$ cat src/rtl/autoenc_pkg.sv
// rtl/autoenc_pkg.sv - opcode map and sequencer state encoding for the autoencoder datapath
package autoenc_pkg;

    localparam logic [3:0] OP_ADD  = 4'h0;
    localparam logic [3:0] OP_SUB  = 4'h1;
    localparam logic [3:0] OP_MUL  = 4'h2;
    localparam logic [3:0] OP_MAC  = 4'h3;
    localparam logic [3:0] OP_RELU = 4'h4;
    localparam logic [3:0] OP_SIG  = 4'h5;
    localparam logic [3:0] OP_LOAD = 4'h6;
    localparam logic [3:0] OP_SIGD = 4'h7;
    localparam logic [3:0] OP_HALT = 4'h8;
    localparam logic [3:0] OP_NOP  = 4'hF;

    typedef enum logic [2:0] {
        S_IDLE   = 3'd0,
        S_FETCH  = 3'd1,
        S_DECODE = 3'd2,
        S_EXEC   = 3'd3,
        S_ADV    = 3'd4,
        S_DONE   = 3'd5
    } state_t;

endpackage

$ cat src/rtl/inst_sequencer.sv
// rtl/inst_sequencer.sv - fetches instruction words from ROM and issues opcodes to the control unit
module inst_sequencer
    import autoenc_pkg::*;
#(
    parameter int OP_WIDTH   = 4,
    parameter int ADDR_WIDTH = 8,
    parameter int PC_WIDTH   = 8,
    parameter int EXEC_LAT   = 2,
    localparam int INSTR_W   = OP_WIDTH + 3 * ADDR_WIDTH
) (
    input  logic                  clk,
    input  logic                  rst,
    input  logic                  start,
    input  logic [PC_WIDTH-1:0]   start_pc,
    input  logic                  abort,
    output logic                  imem_en,
    output logic [PC_WIDTH-1:0]   imem_addr,
    input  logic [INSTR_W-1:0]    imem_rdata,
    output logic [OP_WIDTH-1:0]   opcode_o,
    output logic [ADDR_WIDTH-1:0] dest_addr,
    output logic [ADDR_WIDTH-1:0] src1_addr,
    output logic [ADDR_WIDTH-1:0] src2_addr,
    output logic                  issue,
    output logic                  busy,
    output logic                  done,
    output logic                  err,
    output logic [PC_WIDTH-1:0]   pc
);

    localparam int CNT_W = (EXEC_LAT > 1) ? $clog2(EXEC_LAT) : 1;
    localparam logic [CNT_W-1:0]    CNT_TOP = CNT_W'(EXEC_LAT - 1);
    localparam logic [PC_WIDTH-1:0] PC_LAST = '1;
    localparam logic [OP_WIDTH-1:0] OPC_NOP = OP_WIDTH'(OP_NOP);

    state_t               state, state_nxt;
    logic [INSTR_W-1:0]   ir;
    logic [CNT_W-1:0]     cnt;
    logic [OP_WIDTH-1:0]  dec_op;
    logic [OP_WIDTH-1:0]  opcode_nxt;
    logic                 issue_nxt;
    logic                 done_nxt;

    assign dec_op    = imem_rdata[INSTR_W-1 -: OP_WIDTH];
    assign dest_addr = ir[3*ADDR_WIDTH-1 -: ADDR_WIDTH];
    assign src1_addr = ir[2*ADDR_WIDTH-1 -: ADDR_WIDTH];
    assign src2_addr = ir[ADDR_WIDTH-1:0];
    assign imem_en   = (state == S_FETCH);
    assign imem_addr = pc;
    assign busy      = (state != S_IDLE);

    always_ff @(posedge clk) begin
        if (rst) begin
            state <= S_IDLE;
        end else begin
            state <= state_nxt;
        end
    end

    always_comb begin
        state_nxt = state;
        case (state)
            S_IDLE:   if (start) state_nxt = S_FETCH;
            S_FETCH:  state_nxt = S_DECODE;
            S_DECODE: begin
                if (dec_op == OP_WIDTH'(OP_HALT))
                    state_nxt = S_DONE;
                else if (dec_op <= OP_WIDTH'(OP_SIGD))
                    state_nxt = S_EXEC;
                else
                    state_nxt = S_ADV;
            end
            S_EXEC:   if (cnt == '0) state_nxt = S_ADV;
            S_ADV:    state_nxt = (pc == PC_LAST) ? S_DONE : S_FETCH;
            S_DONE:   state_nxt = S_IDLE;
            default:  state_nxt = S_IDLE;
        endcase
        // DONE already ends the run, so an abort there must not extend it.
        if (abort && state != S_IDLE && state != S_DONE)
            state_nxt = S_DONE;
    end

    // Output values are computed for the next state and then registered.
    always_comb begin
        opcode_nxt = OPC_NOP;
        issue_nxt  = 1'b0;
        done_nxt   = (state_nxt == S_DONE);
        if (state_nxt == S_EXEC) begin
            if (state == S_DECODE) begin
                opcode_nxt = dec_op;
                issue_nxt  = 1'b1;
            end else begin
                opcode_nxt = ir[INSTR_W-1 -: OP_WIDTH];
            end
        end
    end

    always_ff @(posedge clk) begin
        if (rst) begin
            pc       <= '0;
            ir       <= '0;
            cnt      <= '0;
            err      <= 1'b0;
            opcode_o <= OPC_NOP;
            issue    <= 1'b0;
            done     <= 1'b0;
        end else begin
            opcode_o <= opcode_nxt;
            issue    <= issue_nxt;
            done     <= done_nxt;
            case (state)
                S_IDLE: begin
                    if (start) begin
                        pc  <= start_pc;
                        err <= 1'b0;
                    end
                end
                S_DECODE: begin
                    if (!abort) begin
                        ir  <= imem_rdata;
                        cnt <= CNT_TOP;
                    end
                end
                S_EXEC: begin
                    if (!abort && cnt != '0) cnt <= cnt - 1'b1;
                end
                S_ADV: begin
                    if (!abort) begin
                        if (pc == PC_LAST) err <= 1'b1;
                        else               pc  <= pc + 1'b1;
                    end
                end
                default: ;
            endcase
        end
    end

endmodule

$ cat config.mk
export PLATFORM = sky130hd
export DESIGN_NAME = inst_sequencer
export DESIGN_NICKNAME = d
export VERILOG_FILES = /design/src/rtl/autoenc_pkg.sv /design/src/rtl/inst_sequencer.sv
export SDC_FILE = /design/constraint.sdc
export NUM_CORES = 1
export LEC_CHECK = 0
export CAP_MARGIN = 20
export CORE_UTILIZATION = 40
export CTS_CLUSTER_DIAMETER = 200
export DETAILED_ROUTE_END_ITERATION = 6
export PLACE_DENSITY = 0.71
export SLEW_MARGIN = 20
export SYNTH_ARGS = -nofsm -noshare
export SYNTH_HDL_FRONTEND = slang
export SYNTH_SLANG_ARGS = --single-unit
$ cat constraint.sdc
create_clock -name clk -period 1.9 [get_ports clk]
set_input_delay 0.38 -clock clk [delete_from_list [all_inputs] [get_ports clk]]
set_output_delay 0.38 -clock clk [all_outputs]
set_load 0.02 [all_outputs]
== Word level (Yosys, flattened, before mapping) ==
Cells that the tools add are included.
Storage, ports and cells
  output and inout port bits: 49
  input port bits: 40
  register bits: 47
  word-level logic and storage cells: 61
Operators by class
  magnitude comparators: 1
  mux-type cells: 20
  equality and inequality tests: 15
  reductions and logical operators: 13
  bitwise operators: 2
  $add $sub $neg: 2
Operators by type and width (count)
  8-bit 2-to-1 mux: 3
  3-bit 2-to-1 mux: 6
  8-bit one-hot mux with 2 select lines: 1
  3-bit one-hot mux with 5 select lines: 1
  2-bit inequality test, second input constant: 6
  3-bit by 2-bit == test with 1-bit output, second input constant: 3
  8-bit by 1-bit adder with 8-bit output, second input constant: 1
  8-bit == test, second input constant: 1
  4-bit AND reduction: 2
  3-bit == test, second input constant: 2
  1-bit 2-to-1 mux: 6
  4-bit == test, second input constant: 1
  4-bit by 3-bit less-or-equal comparator with 1-bit output, second input constant: 1
  4-bit 2-to-1 mux: 1
  1-bit one-hot mux with 2 select lines: 2
  2-bit nonzero test: 2
  3-bit by 1-bit == test with 1-bit output, second input constant: 1
  1-bit logical AND: 3
  3-bit zero test: 1
  3-bit inequality test, second input constant: 1
  3-bit AND reduction: 1
  3-bit nonzero test: 1
  1-bit inverter: 2
  2-bit AND reduction: 1
  other kinds (3): 3

== Longest topological paths before layout ==
Gate-level depths: netlist of run 1.
  depth in word-level cells: 8
  gate-level depth with buffers: 7
  gate-level depth less buffers: 5

== Least setup slack after synthesis of run 1 ==
OpenSTA, ideal clock, no wires.
  path type: register to output
  from: reg state[0]
  to: out imem_en
  cell stages (with the launch flop): 4
  slack: 206 ps
  data required time: 1520 ps
  buffers on the path: 2
  data arrival time: 1314 ps
  cell sequence: dfxtp_1 -> buf_2 -> buf_1 -> nor3b_1
Between the ends
  cells in the longest elaborated chain, start to end: 1
Ends and longest elaborated chain
  start, declared: line inst_sequencer.sv:35  | state_t state, state_nxt;
  start signal, assigned: line inst_sequencer.sv:55  | state <= state_nxt;
  3-bit by 1-bit == test with 1-bit output: line inst_sequencer.sv:47  | assign imem_en = (state == S_FETCH);
  end, declared: line inst_sequencer.sv:16  | output logic imem_en,
Every way passes these cells.

== Worst setup path in the final report of run 1 ==
  from: reg pc[6] (netlist: imem_addr[6])
  to: out imem_addr[6]
RTL lines
  start, declared: line inst_sequencer.sv:27  | output logic [PC_WIDTH-1:0] pc
  start signal, assigned: line inst_sequencer.sv:113  | pc <= start_pc;
  start signal, assigned: line inst_sequencer.sv:129  | else pc <= pc + 1'b1;
  end, declared: line inst_sequencer.sv:17  | output logic [PC_WIDTH-1:0] imem_addr,
No word-level cell between the ends.

==> reports/results.tsv, run 1 <==
stage	metric	value	unit
synth	post-synth top area cell	dfxtp_1	
critical_path	WP data required	1520	ps
timing	Tmin final	1780	ps
clock_tree	worst-skew pair later-pin latency	300	ps
timing	Max-slew headroom	0.770	
timing	Layout Skew	10.7	ps
timing	fin. max-slew vios	0	
detailed_routing	Pre-antenna DRT Iters	4	
detailed_routing	DRC Markers	0	
timing	unrepaired setup endpoints after global routing	no	
critical_path	cell count along the critical path	1	
synth	sequential share of the synthesized area	0.415	
pwr	power per standard cell area	779	nW/um^2
synth	Mapped Area	2270	sq um
detailed_routing	DR WL/cell	12.7	microns
critical_path	crit-path max cell delay	650	ps
synth	largest cells by area after synthesis	dfxtp_1, nand2_1, buf_4	
synth	synth warn	0	
timing	Final Hold Viols	0	
layout	area grow syn2layout	39.4	%
floorplanning	chip width	77.3	microns
critical_path	type of origin of the critical path	flop	
job	max-cap violations	0	
pwr	cell internal pwr	1.70	mW
detailed_routing	Post-DRT Antenna Nets	0	
floorplanning	Die Ht	77.3	microns
critical_path	reg-to-reg endpoint	imem_addr[5]	
detailed_routing	vias per inst	5.08	
floorplanning	die area	5980	sq um
placement	IO buf count	88	
clock_tree	clock buffer depth	2	
critical_path	delay-heaviest family, CP	buffers and inverters	
synth	distinct cell type count after synthesis	45	
critical_path	Critical Path AT	1400	ps
clock_tree	CTS tree	yes	
layout	most frequent cells in the layout	clkdlybuf4s50_1, nand2_1, dfxtp_1	
floorplanning	FP Rows	27	
pwr	Comb pwr share	0.287	
pwr	Clock Power Share	0.260	
detailed_routing	DR iter-0 viols	84	
synth	Synth async-reset ratio	0	
clock_tree	Worst-path clk slew	80	ps
synth	Mapped Cells	277	
worst_hold_path	HP Class	reg -> reg	
clock_tree	cts bufs inserted	5	
critical_path	slowest CP cell	clkdlybuf4s50_1	
global_route	number of global-route vias before repair	1844	
placement	Final GP Congestion	0.792	
clock_tree	clk root buf	clkbuf_8	
pwr	P_leak	1.10	nW
timing	Highest Clock Rate	562	MHz
pwr	Flop pwr share	0.453	
timing	Final Cycle Share	0.936	
global_route	total track usage	0.173	
layout	commonest non-fill, non-tap cell in the layout	clkdlybuf4s50_1	
synth	Avg Inst Size Synth	8.19	sq um
critical_path	Max FO, Critical Path	7	
placement	DP HPWL	3.70	mm
critical_path	FF-to-FF setup slack	240	ps
synth	Most used DFF post-synth	dfxtp_1	
layout	n_diodes	0	
floorplanning	IO Pins	89	
floorplanning	Starting Density	0.415	
pwr	total power	2.46	mW
synth	EDFF count, synth	0	
critical_path	Crit path buffers/inverters	1	
timing	setup TNS	0	ps
pwr	Net Sw Frac	0.311	
critical_path	depth of the most critical reg-to-reg path	5	
critical_path	Critical R2R Launch	imem_addr[0]	
pwr	VDD IR max	359	uV
detailed_routing	DR vias	2083	
critical_path	Setup crit start	imem_addr[6]	
global_route	gr ovfl total	0	
global_route	initial antenna violation count	0	
timing	Worst-Margin Slew	336	ps
placement	Area after DPL	3060	sq um
layout	Nets	378	
synth	Synth top area share	0.415	
critical_path	Worst Setup EP	imem_addr[6]	
detailed_routing	DRT Wirelength	5.20	mm
outcome	status	completed	
pwr	Net Switching	0.767	mW
layout	fraction of layout cells with a size suffix above 1	0.0917	
critical_path	WS Path Type	reg -> out	
critical_path	crit-path cells	clkdlybuf4s50_1	
clock_tree	CTS HTree Levels	2	
timing	endpoints failing setup	0	
synth	synthesized flop and latch total	47	
critical_path	Worst setup EP type	output port	
global_route	first-pass GRT wire length	8.47	mm
synth	syn nets	318	
floorplanning	Core ar.	5470	sq um
global_route	largest net degree at the start of global routing	42	
layout	design area	3160	sq um
clock_tree	CTS Sinks	47	
## cells in the mapped netlist, types with 2 or more instances
cell type,instances
nor2_1,7
o21ai_0,3
a311oi_1,5
nor2b_1,2
nand2_1,71
nand2b_1,3
clkbuf_1,6
dfxtp_1,47
and4_1,2
nand3_1,4
mux2i_1,3
o31a_1,2
buf_2,8
buf_4,32
o31ai_1,4
a2111oi_0,2
nor3b_2,2
o311ai_0,4
a31oi_1,2
a211oi_1,2
nor3_2,2
inv_1,4
or3_1,2
a21oi_1,36
and3_1,2
## how the worst min path moves through the flow
stage,start,cells past startpoint,to
6_report,ir[13],2,ir[13]
5_1_grt,ir[2],2,ir[2]
4_1_cts,ir[19],2,ir[19]
3_5_place_dp,ir[19],2,ir[19]
3_3_place_gp,ir[27],2,ir[27]
2_1_floorplan,ir[27],2,ir[27]
## per-layer routing
layer | up-vias | global-route usage | routed length [microns]
li1 | 1046 | - | -
met1 | 972 | 0.230 | 2440
met2 | 60 | 0.284 | 2490
met3 | 5 | 0.0393 | 241
met4 | 0 | 0.0340 | 31
met5 | - | 0 | 0
## cell families after synthesis
kind of cell,count (synthesis),share of synthesized area
AOI/OAI and AO/OA,70,0.202
and+or+nand+nor,104,0.218
adders and majority gates,1,0.00551
muxes,3,0.0132
buffers and inverters,52,0.147
DFF,47,0.415
## stage by stage
step / setup slack (ps) / hold slack [ps] / cells / util
after detailed placement: 24.5 / 446 / 402 / 0.560
after CTS: 10.9 / 460 / 410 / 0.578
after global routing: 49.3 / 477 / 410 / 0.578
after floorplan: 206 / 433 / 277 / -
after global placement: 61.9 / 441 / 402 / 0.560
final: 122 / 454 / 410 / 0.578
## power groups by stage
stage	registers (mW)	clock network (mW)	logic, mW
floorplan	1.17	0	0.375
global placement	1.13	0	0.714
detailed placement	1.14	0	0.716
CTS	1.11	0.661	0.711
global route	1.13	0.711	0.762
finish	1.12	0.640	0.708
## cell type report
cell class / instances / area [sq um]
clock inverters: 2 / 16.3
repair buffers: 101 / 1010
inverters: 4 / 15.0
multi-input cells: 178 / 1000
well taps: 72 / 90.1
clock buffers: 6 / 82.6
fillers: 488 / 2310
flip-flops and latches: 47 / 943
## flip-flops by register name (all words and copies together), names as in the netlist
name and cells:
ir 28, imem_addr 8, opcode_o 4, state 3, cnt 1, done 1, err 1, issue 1
## repair_timing
action                     4_1_cts  5_1_grt
setup endpoints to repair        2        4
hold buffers                     0        0
setup buffers                    0        0
gates cloned                     0        0
resized for setup                2        2
(Power assumes the default switching activity.)
==> inputs of run 2 (changes only) <==
--- a/config.mk
+++ b/config.mk
@@ -5,6 +5,7 @@
 export SDC_FILE = /design/constraint.sdc
 export NUM_CORES = 1
 export LEC_CHECK = 0
+export ABC_AREA = 1
 export CAP_MARGIN = 20
 export CORE_UTILIZATION = 40
 export CTS_CLUSTER_DIAMETER = 200
==> reports/results.tsv, run 2 <==
stage	metric	value	unit	change
global_route	total track usage	0.182		was 0.173
synth	post-synth top area cell	dfxtp_1		unchanged
critical_path	Crit path buffers/inverters	1		unchanged
layout	Largest Register	ir		unchanged
pwr	total power	3.17	mW	was 2.46 mW
synth	distinct cell type count after synthesis	26		was 45
layout	area grow syn2layout	32.6	%	was 39.4%
placement	Area after DPL	3050	sq um	was 3060 sq um
clock_tree	worst-skew pair later-pin latency	290	ps	was 300 ps
timing	Final Cycle Share	0.931		was 0.936
pwr	power per standard cell area	1010	nW/um^2	was 779 nW/um^2
floorplanning	Die Ht	79.1	microns	was 77.3 microns
timing	Worst-Margin Slew	406	ps	was 336 ps
floorplanning	FP Rows	27		unchanged
timing	setup TNS	0	ps	unchanged
synth	xor/xnor share of the synthesized area	0		unchanged
global_route	gr ovfl total	0		unchanged
clock_tree	clk root buf	clkbuf_8		unchanged
placement	DP HPWL	3.81	mm	was 3.70 mm
synth	sequential share of the synthesized area	0.396		was 0.415
layout	Finished Layout Cells	447		was 410
critical_path	cell count along the critical path	1		unchanged
critical_path	Max FO, Critical Path	7		unchanged
clock_tree	CTS Sinks	47		unchanged
timing	Layout Skew	7.41	ps	was 10.7 ps
critical_path	FF-to-FF setup slack	240	ps	about the same
synth	Synth async-reset ratio	0		unchanged
synth	Avg Inst Size Synth	7.41	sq um	was 8.19 sq um
layout	max reg flops	28		unchanged
critical_path	crit-path max cell delay	650	ps	about the same
detailed_routing	vias per inst	4.85		was 5.08
layout	design area	3150	sq um	was 3160 sq um
worst_hold_path	HP Class	reg -> reg		unchanged
detailed_routing	Pre-antenna DRT Iters	4		unchanged
critical_path	Critical Path AT	1390	ps	was 1400 ps
synth	mux share of post-synthesis cell area	0		was 0.0132
timing	fin. max-slew vios	0		unchanged
critical_path	type of origin of the critical path	flop		unchanged
critical_path	crit-path cells	clkdlybuf4s50_1		unchanged
outcome	status	completed		unchanged
layout	n_diodes	0		unchanged
timing	endpoints failing setup	0		unchanged
timing	Tmin final	1770	ps	was 1780 ps
detailed_routing	DRC Markers	0		unchanged
critical_path	delay-heaviest family, CP	buffers and inverters		unchanged
clock_tree	CTS tree	yes		unchanged
critical_path	Worst setup EP type	output port		unchanged
layout	footprint of the multi-input gates	1000	sq um	about the same
critical_path	Critical R2R Launch	imem_addr[0]		unchanged
synth	EDFF count, synth	0		unchanged
floorplanning	Starting Density	0.424		was 0.415
layout	commonest non-fill, non-tap cell in the layout	clkdlybuf4s50_1		unchanged
detailed_routing	DR WL/cell	12.1	microns	was 12.7 microns
clock_tree	clock buffer depth	2		unchanged
critical_path	slowest CP cell	clkdlybuf4s50_1		unchanged
layout	Nets	415		was 378
critical_path	WP data required	1520	ps	about the same
layout	Reg area	943	sq um	unchanged
synth	largest cells by area after synthesis	dfxtp_1, buf_4, nand2_1		was dfxtp_1, nand2_1, buf_4
critical_path	WS Path Type	reg -> out		unchanged
layout	number of filler cells placed in the layout	579		was 488
floorplanning	chip width	79.1	microns	was 77.3 microns
detailed_routing	Post-DRT Antenna Nets	0		unchanged
critical_path	depth of the most critical reg-to-reg path	9		was 5
placement	Cells after DPL	439		was 402
floorplanning	Core ar.	5610	sq um	was 5470 sq um
synth	simple-gate portion of the synthesized area	0.291		was 0.218
placement	Final GP Congestion	0.783		was 0.792
timing	Max-slew headroom	0.729		was 0.770
global_route	first-pass GRT wire length	9.14	mm	was 8.47 mm
global_route	initial antenna violation count	0		unchanged
detailed_routing	DR iter-0 viols	88		was 84
synth	Post-synth top cells	nand2_1, dfxtp_1, nand3_1		was nand2_1, dfxtp_1, a21oi_1
synth	Mapped Area	2380	sq um	was 2270 sq um
critical_path	Worst Setup EP	imem_addr[3]		was imem_addr[6]
floorplanning	IO Pins	89		unchanged
synth	Mapped Cells	321		was 277
layout	most frequent cells in the layout	clkdlybuf4s50_1, nand2_1, dfxtp_1		unchanged
global_route	number of global-route vias before repair	2084		was 1844
critical_path	Setup crit start	imem_addr[3]		was imem_addr[6]
job	max-cap violations	0		unchanged
synth	synthesized flop and latch total	47		unchanged
clock_tree	Worst-path clk slew	90	ps	was 80 ps
clock_tree	CTS HTree Levels	2		unchanged
timing	Highest Clock Rate	565	MHz	was 562 MHz
detailed_routing	DR vias	2167		was 2083
floorplanning	die area	6260	sq um	was 5980 sq um
layout	fraction of layout cells with a size suffix above 1	0.101		was 0.0917
synth	syn nets	362		was 318
timing	unrepaired setup endpoints after global routing	no		unchanged
pwr	VDD IR max	488	uV	was 359 uV
timing	Final Hold Viols	0		unchanged
pwr	P_leak	1.24	nW	was 1.10 nW
synth	post-synthesis compound-gate area fraction	0.127		was 0.202
critical_path	reg-to-reg endpoint	imem_addr[2]		was imem_addr[5]
global_route	largest net degree at the start of global routing	34		was 42
clock_tree	cts bufs inserted	5		unchanged
placement	IO buf count	88		unchanged
synth	most common cell in the synthesized netlist	nand2_1		unchanged
synth	synth warn	0		unchanged
synth	Post-Synth Adder-Cell Area	0.00526		was 0.00551
synth	Synth top area share	0.396		was 0.415
synth	Most used DFF post-synth	dfxtp_1		unchanged
detailed_routing	DRT Wirelength	5.41	mm	was 5.20 mm
synth	largest family of logic cells by synthesized area	simple AND/OR/NAND/NOR gates		unchanged
## run 2: cell count changes after synthesis, sizes merged, moves of 5 or more
cell    delta
inv       +25
nand3     +40
a311oi     -5
o21ai     +14
nor2      +20
## run 2: per-stage QoR
step | worst slack, ps | util | hold WS, ps
floorplan | 339 | - | 424
global placement | 118 | 0.544 | 433
detailed placement | 44.3 | 0.544 | 437
CTS | 114 | 0.562 | 450
global route | 37.5 | 0.562 | 488
finish | 131 | 0.562 | 445
## run 2: how the worst min path moves through the flow
stage	start	endpoint	slack, ps	cells past startpoint
2_1_floorplan	ir[27]	ir[27]	420	2
3_3_place_gp	err	err	430	2
3_5_place_dp	err	err	440	2
4_1_cts	err	err	450	2
5_1_grt	ir[27]	ir[27]	490	2
6_report	err	err	440	2
## run 2: cell families (layout without fill, tap and decap cells)
group / count (synthesis) / in the layout
AOI/OAI and AO/OA: 54 / 54
adders and majority gates: 1 / 1
and+or+nand+nor: 145 / 145
buffers and inverters: 74 / 128
DFF: 47 / 47
## run 2: final cells by class
class	instances	area share
well taps	72	0.0286
flip-flops and latches	47	0.299
clock buffers	8	0.0317
multi-input cells	200	0.319
inverters	29	0.0361
repair buffers	91	0.286
## run 2: where the power goes
| group | total, mW | switching [mW] | internal, mW |
|---|---|---|---|
| sequential | 1.25 | 0.132 | 1.12 |
| clock | 0.650 | 0.318 | 0.333 |
| combinational | 1.27 | 0.725 | 0.548 |
| total | 3.17 | 1.17 | 2.00 |
## run 2: per-layer routing
metal	global-route usage	vias to the layer above	share of wire
met5	0	-	0
met2	0.303	70	0.47
met3	0.0632	2	0.074
li1	-	1110	-
met1	0.220	985	0.45
met4	0.0527	0	0.0054
## run 2: timing repair
action,4_1_cts,5_1_grt
buffers inserted,0,0
setup endpoints to repair,2,0
hold buffers,0,0
resized for setup,4,0
==> inputs of run 3 (changes only) <==
--- a/config.mk
+++ b/config.mk
@@ -7,11 +7,11 @@
 export LEC_CHECK = 0
 export ABC_AREA = 1
 export CAP_MARGIN = 20
-export CORE_UTILIZATION = 40
+export CORE_MARGIN = 2
+export CORE_UTILIZATION = 44
 export CTS_CLUSTER_DIAMETER = 200
 export DETAILED_ROUTE_END_ITERATION = 6
-export PLACE_DENSITY = 0.71
-export SLEW_MARGIN = 20
+export PLACE_DENSITY = 0.77
 export SYNTH_ARGS = -nofsm -noshare
 export SYNTH_HDL_FRONTEND = slang
 export SYNTH_SLANG_ARGS = --single-unit
==> reports/results.tsv, run 3 (same netlist as run 2, synthesis figures left out) <==
stage	metric	value	unit	change
outcome	status	completed		unchanged
detailed_routing	DRC Markers	0		unchanged
timing	Max-slew headroom	0.745		was 0.729
layout	area grow syn2layout	33.9	%	was 32.6%
pwr	VDD IR max	451	uV	was 488 uV
floorplanning	IO Pins	89		unchanged
detailed_routing	met3 routed WL	341	microns	was 402 microns
critical_path	Critical Path AT	1450	ps	was 1390 ps
pwr	cell internal pwr	2.19	mW	was 2.00 mW
clock_tree	CTS HTree Levels	2		unchanged
clock_tree	cts hold-fix bufs	0		unchanged
pwr	Flop pwr share	0.369		was 0.394
detailed_routing	Post-DRT Antenna Nets	0		unchanged
detailed_routing	DR WL/cell	11.7	microns	was 12.1 microns
layout	Largest Register	ir		unchanged
layout	n_diodes	0		unchanged
critical_path	crit-path cells	clkdlybuf4s50_1		unchanged
clock_tree	cts bufs inserted	5		unchanged
global_route	total track usage	0.180		was 0.182
timing	Tmin final	1830	ps	was 1770 ps
critical_path	Worst setup EP type	output port		unchanged
layout	Nets	415		unchanged
critical_path	WS Path Type	reg -> out		unchanged
critical_path	crit-path max cell delay	670	ps	was 650 ps
global_route	initial antenna violation count	0		unchanged
detailed_routing	DR vias	2139		was 2167
layout	most frequent cells in the layout	clkdlybuf4s50_1, nand2_1, dfxtp_1		unchanged
detailed_routing	Highest Signal Layer	met4		unchanged
global_route	number of global-route vias before repair	1945		was 2084
detailed_routing	M1 WL	2.25	mm	was 2.43 mm
layout	max reg flops	28		unchanged
timing	fin. max-slew vios	0		unchanged
pwr	power per standard cell area	1060	nW/um^2	was 1010 nW/um^2
layout	Reg area	945	sq um	was 943 sq um
timing	endpoints failing setup	0		unchanged
floorplanning	Core ar.	5170	sq um	was 5610 sq um
critical_path	reg-to-reg endpoint	imem_addr[2]		unchanged
floorplanning	Die Ht	77.5	microns	was 79.1 microns
clock_tree	clock buffer depth	2		unchanged
critical_path	WP data required	1520	ps	about the same
floorplanning	Starting Density	0.460		was 0.424
placement	DP HPWL	3.78	mm	was 3.81 mm
placement	Final GP Congestion	0.837		was 0.783
pwr	Net Switching	1.18	mW	about the same
placement	Area after DPL	3050	sq um	about the same
layout	footprint of the multi-input gates	1000	sq um	unchanged
global_route	gr ovfl total	0		unchanged
timing	Layout Skew	7.65	ps	was 7.41 ps
pwr	Clock Power Share	0.254		was 0.205
critical_path	Setup crit start	imem_addr[3]		unchanged
critical_path	depth of the most critical reg-to-reg path	8		was 9
layout	number of filler cells placed in the layout	480		was 579
detailed_routing	met2 wire length	2.52	mm	was 2.55 mm
detailed_routing	Pre-antenna DRT Iters	4		unchanged
pwr	P_leak	1.26	nW	was 1.24 nW
critical_path	FF-to-FF setup slack	290	ps	was 240 ps
placement	IO buf count	88		unchanged
critical_path	Critical R2R Launch	imem_addr[0]		unchanged
layout	commonest non-fill, non-tap cell in the layout	clkdlybuf4s50_1		unchanged
critical_path	Max FO, Critical Path	7		unchanged
critical_path	delay-heaviest family, CP	buffers and inverters		unchanged
layout	design area	3180	sq um	was 3150 sq um
job	max-cap violations	0		unchanged
critical_path	Crit path buffers/inverters	1		unchanged
timing	Final Cycle Share	0.962		was 0.931
detailed_routing	DRT Wirelength	5.21	mm	was 5.41 mm
detailed_routing	vias per inst	4.81		was 4.85
global_route	first-pass GRT wire length	8.85	mm	was 9.14 mm
worst_hold_path	HP Class	reg -> reg		unchanged
clock_tree	CTS tree	yes		unchanged
pwr	Comb pwr share	0.377		was 0.401
global_route	largest net degree at the start of global routing	34		unchanged
detailed_routing	DR iter-0 viols	97		was 88
timing	setup TNS	0	ps	unchanged
critical_path	type of origin of the critical path	flop		unchanged
timing	unrepaired setup endpoints after global routing	no		unchanged
critical_path	cell count along the critical path	1		unchanged
timing	Highest Clock Rate	547	MHz	was 565 MHz
critical_path	Worst Setup EP	imem_addr[3]		unchanged
layout	fraction of layout cells with a size suffix above 1	0.104		was 0.101
clock_tree	worst-skew pair later-pin latency	300	ps	was 290 ps
floorplanning	die area	6010	sq um	was 6260 sq um
critical_path	slowest CP cell	clkdlybuf4s50_1		unchanged
floorplanning	FP Rows	26		was 27
clock_tree	clk root buf	clkbuf_8		unchanged
clock_tree	Worst-path clk slew	90	ps	about the same
timing	Final Hold Viols	0		unchanged
timing	Worst-Margin Slew	382	ps	was 406 ps
clock_tree	CTS Sinks	47		unchanged
pwr	Net Sw Frac	0.351		was 0.371
floorplanning	chip width	77.5	microns	was 79.1 microns
## run 3: power groups by stage
stage | logic [mW] | registers [mW] | clock network (mW)
after floorplan | 0.808 | 1.34 | 0
after detailed placement | 1.29 | 1.26 | 0
after CTS | 1.28 | 1.24 | 0.879
final | 1.27 | 1.25 | 0.857
after global placement | 1.27 | 1.26 | 0
after global routing | 1.40 | 1.27 | 0.909
## run 3: cell type report
class / count / area share
timing repair buffer: 91 / 0.283
clock inverter: 2 / 0.0189
tap: 70 / 0.0275
inverter: 29 / 0.0358
multi-input combinational: 200 / 0.316
sequential: 47 / 0.297
clock buffer: 6 / 0.0228
## run 3: metal layers
layer,global-route usage,up-vias
met3,0.0500,9
met2,0.303,72
met1,0.212,944
met5,0,-
met4,0.0857,0
li1,-,1114
## run 3: through the flow
| step | utilization | hold slack [ps] | cells | power (mW) | setup WS, ps |
|---|---|---|---|---|---|
| 2_1_floorplan | - | 424 | 321 | 2.15 | 339 |
| 3_3_place_gp | 0.590 | 433 | 437 | 2.53 | 85.3 |
| 3_5_place_dp | 0.590 | 441 | 437 | 2.55 | 57.1 |
| 4_1_cts | 0.616 | 453 | 445 | 3.40 | 65.5 |
| 5_1_grt | 0.616 | 481 | 445 | 3.58 | 15.7 |
| 6_report | 0.616 | 449 | 445 | 3.37 | 72.7 |
## run 3: worst min-delay path by stage
stage	start	endpoint	slack [ps]	cells past startpoint
floorplan	ir[27]	ir[27]	420	2
global placement	err	err	430	2
detailed placement	ir[27]	ir[27]	440	2
CTS	ir[27]	ir[27]	450	2
global route	ir[21]	ir[21]	480	2
finish	ir[27]	ir[27]	450	2
## run 3: timing repair
item | 4_1_cts | 5_1_grt
endpoints found under the setup margin | 2 | 0
resized for setup | 5 | 0
setup buffers | 0 | 0
==> patch, RTL diff (flow settings as in run 2) <==
Change the parameter `OP_WIDTH` from 4 to 3.
--- a/src/rtl/inst_sequencer.sv
+++ b/src/rtl/inst_sequencer.sv
@@ -4,3 +4,3 @@
 #(
-    parameter int OP_WIDTH   = 4,
+    parameter int OP_WIDTH   = 3,
     parameter int ADDR_WIDTH = 8,
Ports: changed (resized imem_rdata and opcode_o); port bits go from 89 to 87. The function was not compared with the original's and may differ.
==> patch against run 2 <==
  * Cell count decreased by 1.8%
  * Critical endpoint unchanged
  * Sequential share of layout area grew 0.20 points
  * Synthesized area decreased by 6.1%
  * Design area fell by 4.9%
  * Total power fell by 12%
  * Wire length shrank 8.8%
  * Largest cell class unchanged
  * Global-route usage decreased by 0.71 points
  * Worst setup slack better by 0.0056 ns
  * Synthesized cell count shrank 2.8%
  * Sequential cell count fell by 2
==> patch: results (changes against run 2) <==
| Parameter | Value | Delta |
| --- | --- | --- |
| Antenna violations before repair | 0 | unchanged |
| Number of warnings printed during yosys synthesis | 0 | unchanged |
| Run status | completed |  |
| Routed length on met3 | 354 um | -12% |
| Weighted congestion at the end of routability-driven global placement | 0.820 | +4.7% |
| Unique masters post-synth | 25 | -3.8% |
| Crit. Startpoint | imem_addr[3] |  |
| Proportion of layout cells with a drive suffix above 1 | 8.67% | -1.5 points |
| Insertion delay of the later-clocked pin in the worst-skew pair | 0.29 ns | about the same |
| Global-route wire length before repair | 8360 um | -8.5% |
| Critical register-to-register path endpoint | imem_addr[3] |  |
| Lkg Pwr | 1.20 nW | -3.3% |
| Hold path cells | 2 | unchanged |
| Reg2Reg Setup Slack | 0.26 ns | +0.02 ns |
| Worst Clk Skew | 0.00626 ns | -0.00115 ns |
| Flip-flop count of the largest register after layout | 27 | -3.6% |
| Highest ir drop seen on vdd | 0.000420 V | -14% |
| Antenna diode instance count | 0 | unchanged |
| Crit path arrival time | 1.38 ns |  |
| FFs w/ async S/R, synth | 0% | unchanged |
| WL final | 4940 um | -8.8% |
| Quantity of I/O buffers inserted on ports | 86 | -2.3% |
| Synthesized net count | 352 | -2.8% |
| Buffer levels on the longest clock path | 2 | unchanged |
| Launching point of the worst reg2reg path | imem_addr[0] |  |
| Die span in x | 76.7 um | -3.0% |
| Level count of the clock H-tree | 2 | unchanged |
| Detail Route met2 WL | 2350 um | -8.1% |
| Post-Place Worst Slack | 0.117 ns | +0.0723 ns |
| Violation count after the first detailed-route iteration | 86 | -2.3% |
| Filler instances | 527 | -9.0% |
| Worst hold-check path type | reg -> reg |  |
| Number of global-route vias before repair | 1952 | -6.3% |
| Headroom to the max-slew limit | 81.1% | +8.1 points |
| Max Used Layer | met4 |  |
| Global-route met2 utilization | 31.1% | +0.81 points |
| Capture point of the worst path | imem_addr[3] |  |
| Largest fanout on the critical path | 7 | unchanged |
| Clock transition at path regs | 0.08 ns |  |
| GR Layer Usage met3 | 4.76% | -1.6 points |
| Maximum single-stage delay on the critical path | 0.65 ns | about the same |
| GR Layer Usage met1 | 20.4% | -1.6 points |
| Sequential fraction of the synthesis area | 40.3% | +0.76 points |
| Routed length on met1 | 2220 um | -8.5% |
| CTS root buffer | clkbuf_8 |  |
| Combined global-route utilization of all metal layers | 17.5% | -0.71 points |
| Nets | 408 | -1.7% |
| Largest net degree at the start of global routing | 29 | -15% |
| Post-DR vias/cell | 4.61 | -4.9% |
| Final hold viol count | 0 | unchanged |
| HPWL reported at the end of detailed placement | 3620 um | -5.1% |
| Min Tclk post-route | 1.76 ns | -0.00559 ns |
| Ranking of synthesized cells by area | dfxtp_1, buf_4, nor2_1 |  |
| TritonCTS buffer count | 5 | unchanged |
| Most frequent cells after synthesis | nor2_1, dfxtp_1, nand2_1 |  |
-- patch: timing repair --
item                                    in CTS  in global routing
gates resized for setup                      4                  0
buffers inserted                             0                  0
endpoints found under the setup margin       2                  0
-- patch: cell families (layout without fill, tap and decap cells) --
family	after synthesis	in the layout	synth area share, %
flops	45	45	40.3
compound gates	51	51	12.2
fa+ha+maj	1	1	0.560
buf+inv	68	125	18.0
simple gates	147	147	28.9
-- patch: layout make-up --
class	count	area (um2)	area share, %
repair buffers	91	896	29.9
inverters	26	100	3.34
well taps	70	87.6	2.92
flip-flops and latches	45	903	30.1
clock inverters	2	10.0	0.334
multi-input cells	199	930	31.0
clock buffers	6	72.6	2.42
-- patch: power breakdown --
| part | switching [W] | internal, W | total, W |
|---|---|---|---|
| Clock | 0.000302 | 0.000255 | 0.000557 |
| Sequential | 0.000116 | 0.00106 | 0.00118 |
| Combinational | 0.000583 | 0.000486 | 0.00107 |
| Total | 0.00100 | 0.00180 | 0.00281 |
-- patch: worst min path at each step --
| stage | slack (ns) | endpoint | startpoint |
|---|---|---|---|
| 2_1_floorplan | 0.43 | ir[24] | ir[24] |
| 4_1_cts | 0.46 | err | err |
| 3_3_place_gp | 0.44 | err | err |
| 5_1_grt | 0.47 | err | err |
| 6_report | 0.45 | err | err |
| 3_5_place_dp | 0.44 | err | err |
-- patch: through the flow --
stage | hold slack (ns) | total power (W) | cell area (um2) | std cells
detailed placement | 0.444 | 0.00228 | 2920 | 431
global placement | 0.441 | 0.00227 | 2920 | 431
floorplan | 0.433 | 0.00193 | 2230 | 312
finish | 0.453 | 0.00281 | 3000 | 439
global route | 0.470 | 0.00301 | 3000 | 439
CTS | 0.460 | 0.00284 | 3000 | 439
